[src/rtl/serial_seq_detector_pkg.sv]
// rtl/serial_seq_detector_pkg.sv - shared types and constants for the 1011 sequence detector
package serial_seq_detector_pkg;

  localparam int STATE_W = 3;
  localparam logic [3:0] PATTERN = 4'b1011;

  typedef enum logic [STATE_W-1:0] {
    S0    = 3'd0,
    S1    = 3'd1,
    S10   = 3'd2,
    S101  = 3'd3,
    S1011 = 3'd4
  } state_t;

endpackage

[src/rtl/serial_seq_detector_if.sv]
// rtl/serial_seq_detector_if.sv - serial bit input, counter control and detector status bundle
import serial_seq_detector_pkg::*;

interface serial_seq_detector_if #(
  parameter int CNT_W = 8
);
  logic               bit_in;
  logic               bit_valid;
  logic               clear_count;
  logic               match;
  logic [CNT_W-1:0]   match_count;
  logic [STATE_W-1:0] state_out;

  modport master (
    output bit_in, bit_valid, clear_count,
    input  match, match_count, state_out
  );

  modport slave (
    input  bit_in, bit_valid, clear_count,
    output match, match_count, state_out
  );
endinterface

[src/rtl/sat_counter.sv]
// rtl/sat_counter.sv - saturating up-counter, clear wins over increment
module sat_counter #(
  parameter int WIDTH = 8
) (
  input  logic             clk,
  input  logic             reset,
  input  logic             inc,
  input  logic             clr,
  output logic [WIDTH-1:0] count
);

  always_ff @(posedge clk or posedge reset) begin
    if (reset) begin
      count <= '0;
    end else if (clr) begin
      count <= '0;
    end else if (inc && (count != '1)) begin
      count <= count + WIDTH'(1);
    end
  end

endmodule

[src/rtl/serial_seq_detector.sv]
// rtl/serial_seq_detector.sv - Moore FSM detecting 1011 on a gated serial stream
// with a registered match pulse and a saturating match counter.
import serial_seq_detector_pkg::*;

module serial_seq_detector #(
  parameter int CNT_W   = 8,
  parameter bit OVERLAP = 1'b1
) (
  input logic                  clk,
  input logic                  reset,
  serial_seq_detector_if.slave bus
);

  state_t state;
  state_t nxt;
  logic   legal;
  logic   enter;
  logic   match_r;

  always_comb begin
    nxt   = S0;
    legal = 1'b1;
    case (state)
      S0:      nxt = (bus.bit_in == PATTERN[3]) ? S1    : S0;
      S1:      nxt = (bus.bit_in == PATTERN[2]) ? S10   : S1;
      S10:     nxt = (bus.bit_in == PATTERN[1]) ? S101  : S0;
      S101:    nxt = (bus.bit_in == PATTERN[0]) ? S1011 : S10;
      S1011:   nxt = bus.bit_in ? S1 : (OVERLAP ? S10 : S0);
      default: begin
        nxt   = S0;
        legal = 1'b0;
      end
    endcase
    // Unused encodings recover to S0 even without a valid bit.
    if (legal && !bus.bit_valid) begin
      nxt = state;
    end
  end

  assign enter = (nxt == S1011) && (state != S1011);

  always_ff @(posedge clk or posedge reset) begin
    if (reset) begin
      state   <= S0;
      match_r <= 1'b0;
    end else begin
      state   <= nxt;
      match_r <= enter;
    end
  end

  sat_counter #(.WIDTH(CNT_W)) u_cnt (
    .clk   (clk),
    .reset (reset),
    .inc   (enter),
    .clr   (bus.clear_count),
    .count (bus.match_count)
  );

  assign bus.match     = match_r;
  assign bus.state_out = state;

endmodule

[src/flat_wrapper.sv]
// flat-port wrapper written by rule: the top's interface ports become plain ports
module serial_seq_detector_flat 
#(
  parameter int CNT_W   = 8,
  parameter bit OVERLAP = 1'b1
)
  (clk, reset, bus_bit_in, bus_bit_valid, bus_clear_count, bus_match, bus_match_count, bus_state_out);
  serial_seq_detector_if #(.CNT_W(CNT_W)) bus_i ();
  input logic clk;
  input logic reset;
  input wire logic [$bits(bus_i.bit_in)-1:0] bus_bit_in;
  input wire logic [$bits(bus_i.bit_valid)-1:0] bus_bit_valid;
  input wire logic [$bits(bus_i.clear_count)-1:0] bus_clear_count;
  output wire logic [$bits(bus_i.match)-1:0] bus_match;
  output wire logic [$bits(bus_i.match_count)-1:0] bus_match_count;
  output wire logic [$bits(bus_i.state_out)-1:0] bus_state_out;
  assign bus_i.bit_in = bus_bit_in;
  assign bus_i.bit_valid = bus_bit_valid;
  assign bus_i.clear_count = bus_clear_count;
  assign bus_match = bus_i.match;
  assign bus_match_count = bus_i.match_count;
  assign bus_state_out = bus_i.state_out;
  serial_seq_detector #(.CNT_W(CNT_W), .OVERLAP(OVERLAP)) u_core (.clk(clk), .reset(reset), .bus(bus_i));
endmodule
[config.mk]
export PLATFORM = sky130hd
export DESIGN_NAME = serial_seq_detector_flat
export DESIGN_NICKNAME = d
export VERILOG_FILES = /design/src/rtl/serial_seq_detector_pkg.sv /design/src/rtl/serial_seq_detector_if.sv /design/src/rtl/sat_counter.sv /design/src/rtl/serial_seq_detector.sv /design/src/flat_wrapper.sv
export SDC_FILE = /design/constraint.sdc
export NUM_CORES = 1
export LEC_CHECK = 0
export ABC_AREA = 1
export BUFFER_PORTS_ARGS = -buffer_cell sky130_fd_sc_hd__buf_2
export CELL_PAD_IN_SITES_DETAIL_PLACEMENT = 1
export CELL_PAD_IN_SITES_GLOBAL_PLACEMENT = 1
export CORE_MARGIN = 4
export CORE_UTILIZATION = 36
export CTS_CLUSTER_DIAMETER = 100
export CTS_CLUSTER_SIZE = 20
export DETAILED_ROUTE_END_ITERATION = 6
export GPL_TIMING_DRIVEN = 1
export HOLD_SLACK_MARGIN = 0.08
export PLACE_DENSITY_LB_ADDON = 0.05
export SYNTH_ARGS = -nofsm -noshare
export SYNTH_HDL_FRONTEND = slang
export SYNTH_HIERARCHICAL = 1
export SYNTH_SLANG_ARGS = --single-unit
[constraint.sdc]
create_clock -name clk -period 1.8 [get_ports clk]
set_input_delay 0.36 -clock clk [delete_from_list [all_inputs] [get_ports clk]]
set_output_delay 0.36 -clock clk [all_outputs]
set_load 0.01 [all_outputs]
==> impl_results.md <==
- Outcome: finished clean
- TritonRoute pass-1 iters: 4
- Hold WC Path Type: input port to register
- Largest net degree at the start of global routing: 9
- Worst slew margin: 77.4%
- Worst setup path start: u_core/bus.state_out[2]
- Peak supply drop: 0.468 mV
- CTS buffer count: 3
- Nets: 127
- Mux share of post-synthesis cell area: 0%
- RR Endpoint: u_core/u_cnt/count[4]
- All-Layer GR Usage: 13.5%
- WHS Endpoint: u_core/bus.state_out[0]
- Max Cap Violations: 0
- Layout cells sized above 1: 23.5%
- Antenna violations before repair: 0
- Avg Inst Size Synth: 7.27 sq um
- RSZ-0062 raised after global routing: false
- Number of I/O port buffers: 16
- CTS tree: done
- Routed len/inst: 11.3 um
- Final HPWL DP: 1320 um
- FF+latch count, synth: 12
- Post-synth net total: 105
- Post-synthesis instance total: 99
- Vias per cell: 4.56
- Worst Path Required: 2010 ps
- Power per standard cell area: 651 nW/um^2
- Via count: 656
- Largest family of logic cells by synthesized area: simple AND/OR/NAND/NOR gates
- Min-Delay Path Depth: 3
- Leak: 0.507 nW
- Final setup vio count: 0
- # fillers: 262
- Critical path type: register to register
- Synth Warn #: 6
- Slowest cell delay on critical path: 410 ps
- Clock Pin Slew Worst Setup and Hold Paths: 70 ps
- Reg2Reg Setup Slack: 330 ps
- Initial core utilization: 39.9%
- Clock sink total: 12
- Core ar.: 1800 sq um
- Layout overhead on the synthesized area: 20.0%
- Die Y: 52.7 um
- Die area: 2780 sq um
- Starting DRT DRC Count: 4
- Root Driver: clkbuf_4
- First-pass GRT wire length: 2670 um
- Top-Level Pins: 17
- Synthesized area: 719 sq um
- Clock Tree Buf Depth: 2
- Fin crit period: 1470 ps
- Ant. Diodes: 0
- Sequential-to-total area share from yosys stat: 41.7%
- Critical Path Fanout Max: 5
- Clk_lat worst skew: 270 ps
- Worst-Margin Slew: 339 ps
- Most common cell after layout, fill and taps aside: nand2_1
- Critical Path AT: 1680 ps
- Aggregate routed wire length: 1630 um
- Register area: 300 sq um
- DR DRC count: 0
- Core Util, Final: 47.9%
- Vias in the first global route: 606
- Final worst slack: 328 ps
- Slowest cell on crit path: dfrtp_1
- Setup TNS: 0 ps
- XOR/XNOR Fraction of Synth Area: 4.87%
- HP Start: bus_bit_valid
- Area of the multi-input gates: 347 sq um
- Final slew viol count: 0
- Total global routing overflow: 0
- Routability cong.: 0.723
- Tcrit/Tclk final: 81.8%
- Post-Synth Adder-Cell Area: 1.74%
- R2r worst-path depth: 9
- Post-synthesis simple-gate area fraction: 35.5%
- Compound-Gate Fraction of Synth Area: 6.09%
- H-tree levels: 1
- Startpoint Class: register
- Reg2reg start: u_core/bus.state_out[2]
- CP Capture Type: register
- Final ANT Viol Nets: 0
- Max Clock Freq: 679 MHz
- Setup WS pre-CTS: 312 ps
- Setup Skew: 0.866 ps
- Most frequent cells in the layout: nand2_1, inv_1, buf_2, dfrtp_1
- CP most frequent cell: nand2_1
- Hold slack final: 367 ps
- Netlist cell types: 17
- Hold Vio Cnt, Final: 0
- Post-CTS resize count: 0
- Cell Rows: 15
- Worst-path cell chain: inv_1 > nand3_1 > nor2_1 > nand2_1 > inv_1 > nand2_4 > nor2_1 > nand2_1 > nand2_1
- Chip width: 52.7 um
synthesized netlist by cell type:
cell type	instances	area, sq um
nor3b_1	1	7.51
nand2_1	34	128
nor2_1	7	26.3
clkinv_4	1	8.76
o21ai_2	1	8.76
nor2_4	1	11.3
xnor2_1	1	8.76
a21oi_1	4	20.0
xor2_1	3	26.3
nor2_2	1	6.26
nand2_4	2	22.5
dfrtp_1	12	300
o21ai_1	3	15.0
ha_1	1	12.5
inv_1	17	63.8
nand3_1	7	35.0
nand2_2	3	18.8
worst max path at each step:
| stage | to | slack [ps] |
|---|---|---|
| 2_1_floorplan | u_core/u_cnt/count[7] | 480 |
| 3_3_place_gp | u_core/u_cnt/count[4] | 350 |
| 3_5_place_dp | u_core/u_cnt/count[4] | 310 |
| 4_1_cts | u_core/u_cnt/count[4] | 300 |
| 5_1_grt | u_core/u_cnt/count[4] | 150 |
| 6_report | u_core/u_cnt/count[4] | 330 |
sequential cells by signal (all words and copies together), names as in the netlist:
name / count
u_core/u_cnt/count: 8
u_core/bus.match: 1
u_core/bus.state_out: 3
metal layers:
metal	vias to the layer above	share of wire [%]	global-route usage (%)
met1	297	54	19.9
met5	-	0	0
met2	14	39	17.8
met3	4	4.5	2.56
li1	341	-	-
met4	0	2.2	7.66
final cells by class:
| type | instances | area share (%) |
|---|---|---|
| Tap cell | 25 | 3.62 |
| Sequential cell | 12 | 34.8 |
| Multi-Input combinational cell | 69 | 40.1 |
| Inverter | 18 | 8.41 |
| Timing Repair Buffer | 17 | 10.4 |
| Clock buffer | 3 | 2.61 |
metrics by stage:
stage | total power, mW | cells | area [sq um]
6_report | 0.562 | 144 | 863
5_1_grt | 0.598 | 144 | 863
3_3_place_gp | 0.401 | 140 | 831
2_1_floorplan | 0.366 | 99 | 719
3_5_place_dp | 0.403 | 140 | 831
4_1_cts | 0.573 | 144 | 863
logic make-up (layout without fill, tap and decap cells):
family                   after synthesis  count (layout)
buffers and inverters                 18              38
AND/OR/NAND/NOR                       56              56
XOR/XNOR                               4               4
adder cells (fa/ha/maj)                1               1
AO/OA/AOI/OAI                          8               8
flip-flops                            12              12
worst max-delay path: cells and delay by family, from the launching register on:
family        cells  cell delay [ps]
simple gates      7              740
flops             1              410
buf+inv           2              250
power by group:
part | switching, mW | internal [mW] | leakage, nW
logic | 0.0584 | 0.0357 | 0.329
clock network | 0.0881 | 0.0773 | 0.0138
registers | 0.0189 | 0.284 | 0.164
total | 0.165 | 0.397 | 0.507
what timing repair did:
item,4_1_cts,5_1_grt
setup buffers,0,0
hold buffers,1,0
hold endpoints to repair,12,0
(Power assumes the default switching activity.)
